--- config.mk ---
export PLATFORM = sky130hd
export DESIGN_NAME = result_serializer_flat
export DESIGN_NICKNAME = d
export VERILOG_FILES = /design/src/rtl/result_serializer_if.sv /design/src/rtl/result_serializer.sv /design/src/flat_wrapper.sv
export SDC_FILE = /design/constraint.sdc
export NUM_CORES = 1
export LEC_CHECK = 0
export ABC_AREA = 1
export CAP_MARGIN = 20
export CORE_MARGIN = 8
export CORE_UTILIZATION = 54
export CTS_BUF_LIST = sky130_fd_sc_hd__clkbuf_4 sky130_fd_sc_hd__clkbuf_8
export CTS_CLUSTER_SIZE = 28
export DETAILED_ROUTE_END_ITERATION = 7
export PLACE_DENSITY = 0.82
export SYNTH_ARGS = -nofsm -noshare
export SYNTH_HDL_FRONTEND = slang
export SYNTH_SLANG_ARGS = --single-unit
--- constraint.sdc ---
create_clock -name clk -period 1.9 [get_ports clk]
set_input_delay 0.38 -clock clk [delete_from_list [all_inputs] [get_ports clk]]
set_output_delay 0.38 -clock clk [all_outputs]
set_load 0.01 [all_outputs]
--- src/rtl/result_serializer_if.sv ---
// ---------------------------------------------------------------------------
// result_serializer_if
//   Serial output link of the result serializer. Valid/ready contract: a bit
//   moves on every rising clock edge where sout_valid and sout_ready are both
//   high. While sout_valid is high and sout_ready is low, the source holds
//   sout, frame_start and frame_end stable. sout_valid never drops inside a
//   frame. frame_start and frame_end are meaningful only while sout_valid is
//   high.
//
//   Signals
//     sout         serial data bit              (master -> slave)
//     sout_valid   sout holds a valid bit       (master -> slave)
//     frame_start  sout is bit 0 of a frame     (master -> slave)
//     frame_end    sout is last bit of a frame  (master -> slave)
//     sout_ready   sink accepts the bit         (slave  -> master)
// ---------------------------------------------------------------------------
interface result_serializer_if;
    logic sout;
    logic sout_valid;
    logic sout_ready;
    logic frame_start;
    logic frame_end;

    modport master (
        output sout,
        output sout_valid,
        output frame_start,
        output frame_end,
        input  sout_ready
    );

    modport slave (
        input  sout,
        input  sout_valid,
        input  frame_start,
        input  frame_end,
        output sout_ready
    );
endinterface

--- src/rtl/result_serializer.sv ---
// ---------------------------------------------------------------------------
// result_serializer
//   Captures WIDTH parallel compressor result bits on a capture strobe and
//   streams them out one bit per accepted transfer on a valid/ready serial
//   link, marking the first and last bit of each frame. Captures that arrive
//   while a frame is still streaming are dropped and counted in a saturating
//   overrun counter. A capture that coincides with the final transfer of a
//   frame starts the next frame with no idle gap.
//
//   Ports
//     clk          rising-edge clock
//     rst          asynchronous, active-high reset
//     capture      1-cycle strobe: latch din as a new frame
//     din          parallel result, bit i is dst<i>
//     ser          serial link (master side): sout, sout_valid, frame_start,
//                  frame_end out; sout_ready in
//     busy         frame in progress
//     overrun_cnt  number of dropped captures, saturates at all-ones
//     state_dbg    FSM state (0 = IDLE, 1 = SHIFT)
//
//   Every output is a register or a decode of registers only; nothing on the
//   input side reaches an output combinationally.
// ---------------------------------------------------------------------------
module result_serializer #(
    parameter int WIDTH     = 28,
    parameter bit LSB_FIRST = 1'b1,
    parameter int OVF_W     = 8
) (
    input  logic                 clk,
    input  logic                 rst,
    input  logic                 capture,
    input  logic [WIDTH-1:0]     din,
    result_serializer_if.master  ser,
    output logic                 busy,
    output logic [OVF_W-1:0]     overrun_cnt,
    output logic                 state_dbg
);

    localparam int            CNT_W    = (WIDTH > 1) ? $clog2(WIDTH) : 1;
    localparam logic [CNT_W-1:0] CNT_LAST = CNT_W'(WIDTH - 1);
    // Bit of the shift register that is currently on the wire.
    localparam int            OUT_IDX  = LSB_FIRST ? 0 : WIDTH - 1;

    typedef enum logic {
        IDLE  = 1'b0,
        SHIFT = 1'b1
    } state_e;

    state_e             state_q, state_d;
    logic [WIDTH-1:0]   shreg_q, shreg_d;
    logic [CNT_W-1:0]   cnt_q,   cnt_d;
    logic [OVF_W-1:0]   ovf_q,   ovf_d;

    logic               xfer;
    logic               last_bit;
    logic [WIDTH-1:0]   shreg_shifted;

    // Move the next bit toward the output end; vacated positions fill with 0.
    assign shreg_shifted = LSB_FIRST ? {1'b0, shreg_q[WIDTH-1:1]}
                                     : {shreg_q[WIDTH-2:0], 1'b0};

    assign xfer     = (state_q == SHIFT) && ser.sout_ready;
    assign last_bit = (cnt_q == CNT_LAST);

    always_comb begin
        state_d = state_q;
        shreg_d = shreg_q;
        cnt_d   = cnt_q;
        ovf_d   = ovf_q;

        case (state_q)
            IDLE: begin
                if (capture) begin
                    shreg_d = din;
                    cnt_d   = '0;
                    state_d = SHIFT;
                end
            end

            SHIFT: begin
                if (xfer) begin
                    if (last_bit) begin
                        if (capture) begin
                            // Back-to-back frame: reload on the final transfer.
                            shreg_d = din;
                            cnt_d   = '0;
                        end else begin
                            // Clear so IDLE drives a quiet 0 on sout.
                            shreg_d = '0;
                            cnt_d   = '0;
                            state_d = IDLE;
                        end
                    end else begin
                        shreg_d = shreg_shifted;
                        cnt_d   = cnt_q + CNT_W'(1);
                    end
                end

                // Any capture that is not consumed by a reload is lost.
                if (capture && !(xfer && last_bit) && (ovf_q != '1)) begin
                    ovf_d = ovf_q + OVF_W'(1);
                end
            end

            default: begin
                state_d = IDLE;
            end
        endcase
    end

    always_ff @(posedge clk or posedge rst) begin
        if (rst) begin
            state_q <= IDLE;
            shreg_q <= '0;
            cnt_q   <= '0;
            ovf_q   <= '0;
        end else begin
            state_q <= state_d;
            shreg_q <= shreg_d;
            cnt_q   <= cnt_d;
            ovf_q   <= ovf_d;
        end
    end

    assign ser.sout        = (state_q == SHIFT) ? shreg_q[OUT_IDX] : 1'b0;
    assign ser.sout_valid  = (state_q == SHIFT);
    assign ser.frame_start = (state_q == SHIFT) && (cnt_q == '0);
    assign ser.frame_end   = (state_q == SHIFT) && last_bit;
    assign busy            = (state_q == SHIFT);
    assign overrun_cnt     = ovf_q;
    assign state_dbg       = state_q;

endmodule

--- src/flat_wrapper.sv ---
// flat-port wrapper written by rule: the top's interface ports become plain ports
module result_serializer_flat 
#(
    parameter int WIDTH     = 28,
    parameter bit LSB_FIRST = 1'b1,
    parameter int OVF_W     = 8
)
  (clk, rst, capture, din, busy, overrun_cnt, state_dbg, ser_sout, ser_sout_valid, ser_frame_start, ser_frame_end, ser_sout_ready);
  result_serializer_if ser_i ();
  input  logic clk;
  input  logic rst;
  input  logic capture;
  input  logic [WIDTH-1:0] din;
  output logic busy;
  output logic [OVF_W-1:0] overrun_cnt;
  output logic state_dbg;
  output wire logic [$bits(ser_i.sout)-1:0] ser_sout;
  output wire logic [$bits(ser_i.sout_valid)-1:0] ser_sout_valid;
  output wire logic [$bits(ser_i.frame_start)-1:0] ser_frame_start;
  output wire logic [$bits(ser_i.frame_end)-1:0] ser_frame_end;
  input wire logic [$bits(ser_i.sout_ready)-1:0] ser_sout_ready;
  assign ser_sout = ser_i.sout;
  assign ser_sout_valid = ser_i.sout_valid;
  assign ser_frame_start = ser_i.frame_start;
  assign ser_frame_end = ser_i.frame_end;
  assign ser_i.sout_ready = ser_sout_ready;
  result_serializer #(.WIDTH(WIDTH), .LSB_FIRST(LSB_FIRST), .OVF_W(OVF_W)) u_core (.clk(clk), .rst(rst), .capture(capture), .din(din), .ser(ser_i), .busy(busy), .overrun_cnt(overrun_cnt), .state_dbg(state_dbg));
endmodule
==> results by group <==
Drt
  – Top routing layer in use: met4
  – Total number of vias: 2327
  – Met2 wire length: 2.82 mm
  – Wire length on met3: 293 um
  – Final ANT Viol Nets: 0
  – Met1 wire length: 2.65 mm
  – Drt initial violations: 123
  – Total routed wirelength: 5.82 mm
  – WL/cell: 13.5 um
  – DRT Pass-1 Iters: 4
  – Vias per cell: 5.40
  – DR DRC count: 0

Timing
  – Slew Viols, Final: 0
  – Fmax achieved: 549 MHz
  – Worst hold margin: 0.453 ns
  – Clk_skew: 0.00510 ns
  – Worst Tran Pin Value: 0.559 ns
  – RSZ-0062 raised after global routing: no
  – Total Neg Setup Slack: 0 ns
  – Final hold violation count: 0
  – Minimum clock period: 1.82 ns
  – Slew headroom: 62.7%
  – Final worst path period share: 95.8%
  – Final Setup Violations: 0

Die
  – Core box area: 0.00463 mm2
  – # IOs: 46
  – Die height: 84.7 um
  – # rows: 25
  – Die area: 0.00718 mm2
  – Initial Util: 55.1%
  – Die W: 84.7 um

Global routing
  – First-pass GRT wire length: 9.92 mm
  – Initial antenna violation count: 0
  – Pin count of the biggest net entering global routing: 43
  – GRT Residual Overflow: 0
  – GRT Util Overall: 16.6%
  – Vias in the first global route: 2262

Synth
  – Top cell type by total area after synthesis: dfrtp_1
  – Post-synthesis xor/xnor area fraction: 1.72%
  – Simple-Gate Fraction of Synth Area: 31.8%
  – Largest cells by area after synthesis: dfrtp_1, nand2_1, a21oi_1, nand3_1, nor2_1
  – Proportion of synthesized area in mux cells: 0%
  – Post-Syn Nets: 370
  – Netlist cell types: 26
  – Mapped cell area: 0.00255 mm2
  – Yosys warns: 0
  – Main combinational cell family by area after synthesis: simple AND/OR/NAND/NOR gates
  – Post-synthesis register bit count: 42
  – Average cell area after synthesis: 7.61 um2
  – Synth top area share: 41.2%
  – Post-synthesis sequential area ratio: 41.2%
  – Adder-Cell Fraction of Synth Area: 1.47%
  – Compound-cell area share of the yosys netlist: 14.4%
  – Synth Instances: 335

Outcome
  – Status: complete, no violations

Clock network
  – Hold buffers post-CTS: 0
  – Clock Latency Late Sink: 0.30 ns
  – Clk sinks: 42
  – TritonCTS clock tree: built
  – CTS clk-pin slew, worst paths: 0.08 ns
  – H-tree depth: 2
  – Total CTS buffers: 5
  – Max Root-Sink Buffers: 2
  – CTS root buffer: clkbuf_8

Worst setup path
  – Data required, critical path: 1.52 ns
  – CP Max Fanout: 4
  – Worst path slowest cell: clkdlybuf4s50_1
  – Worst reg2reg path startpoint: u_core.cnt_q[0]
  – CP bufs+invs: 3
  – Cells on worst reg2reg path: 8
  – Worst path arrival time: 1.44 ns
  – Cell Chain, Critical Path: buf_4, nand2_1, inv_1, clkdlybuf4s50_1
  – Reg-to-reg slack, setup: 0.17 ns
  – Startpoint Class: register
  – Setup CP Type: reg2out
  – Worst setup EP type: primary output
  – Worst reg2reg path endpoint: u_core.overrun_cnt[5]
  – CP peak stage delay: 0.52 ns
  – Worst path top cell family by delay: buffers and inverters

Placement
  – GPL Wtd Cong: 0.766
  – Hpwl dp: 3.90 mm
  – I/O Buffers: 45

Pwr
  – Cell Pwr Density: 998 mW/mm2
  – Total power draw: 3090 uW
  – LEAKAGE: 0.00139 uW
  – VDD IR max: 0.483 mV

Final layout
  – Fin nets: 411
  – Area grow syn2layout: 21.2%
  – Commonest non-fill, non-tap cell in the layout: nand2_1
  – Fillers: 429
  – Layout cells sized above 1: 14.6%
  – Most frequent cells in the layout: nand2_1, nor2_1, a21oi_1, clkdlybuf4s50_1, dfrtp_1
  – Antenna Cells: 0

Worst hold path
  – Hold/Removal Path Class: in2async

Run
  – Max-cap violations: 0
[synth_stat cells]
master,count
nand3_1,40
xnor2_1,1
ha_1,3
o21ai_0,3
buf_2,12
a21oi_1,44
nor2_4,2
buf_6,4
buf_12,1
nor2_2,10
nand2_1,69
buf_4,5
nor3_1,2
dfrtp_1,42
xor2_1,4
a21oi_4,1
inv_1,12
nand2_2,2
o21ai_1,4
nand2_4,2
buf_8,1
inv_2,4
a21oi_2,11
nand4_1,2
nand3b_1,2
nor2_1,52
[flip-flops by register name, summed over array words and instances, names as in the netlist]
| name | cells |
|---|---|
| u_core.cnt_q | 5 |
| u_core.shreg_q | 28 |
| u_core.overrun_cnt | 8 |
| u_core.busy | 1 |
[cell families after synthesis]
group	Yosys count
AND/OR/NAND/NOR	183
flip-flops	42
XOR/XNOR	5
AO/OA/AOI/OAI	63
buffers and inverters	39
adder cells (fa/ha/maj)	3
[what timing repair did]
item / 4_1_cts / 5_1_grt
setup endpoints to repair: 3 / 2
pin swaps: 0 / 0
resized for setup: 3 / 5
buffers inserted: 1 / 0
[worst max path at each step]
stage	start	end	slack, ns	depth (start not counted)
after global routing	u_core.busy	ser_sout	0.01	4
after global placement	u_core.cnt_q[0]	ser_frame_end	0.11	6
final	u_core.busy	ser_sout	0.08	4
after floorplan	u_core.busy	ser_frame_start	0.42	4
after CTS	u_core.cnt_q[1]	ser_frame_end	0.004	6
after detailed placement	u_core.cnt_q[1]	ser_frame_end	0.06	6
[final cells by class]
| class | instances | area [um2] | area share [%] |
|---|---|---|---|
| repair buffers | 57 | 556 | 18.0 |
| well taps | 54 | 67.6 | 2.19 |
| flip-flops and latches | 42 | 1050 | 34.0 |
| clock buffers | 7 | 90.1 | 2.91 |
| inverters | 16 | 60.1 | 1.94 |
| multi-input cells | 254 | 1260 | 40.8 |
| clock inverters | 1 | 5.00 | 0.162 |
[tightest hold or removal path, stage by stage]
cell	delay, ns
clkdlybuf4s50_1	0.40
inv_1	0.09
buf_12	0.24
[report_power, final]
group          total, uW  leakage, uW  internal, uW  switching, uW
Combinational       1100     0.000870           505            598
Clock                614    0.0000517           308            306
Sequential          1370     0.000464          1160            207
Total               3090      0.00139          1980           1110
[metrics by stage]
step | std cells | worst slack, ns | instance area (um2) | utilization [%]
after floorplan | 335 | 0.421 | 2550 | -
after global placement | 422 | 0.108 | 3000 | 64.8
after detailed placement | 422 | 0.0650 | 3000 | 64.8
after CTS | 431 | 0.00354 | 3100 | 66.9
after global routing | 431 | 0.0112 | 3090 | 66.8
final | 431 | 0.0801 | 3090 | 66.8
[metal layers]
| layer | global-route usage [%] | vias to the layer above |
|---|---|---|
| met4 | 5.99 | 0 |
| met3 | 3.90 | 7 |
| met1 | 19.6 | 1083 |
| met2 | 28.6 | 63 |
| met5 | 0 | - |
| li1 | - | 1174 |
Power figures use the tool's default switching activity.
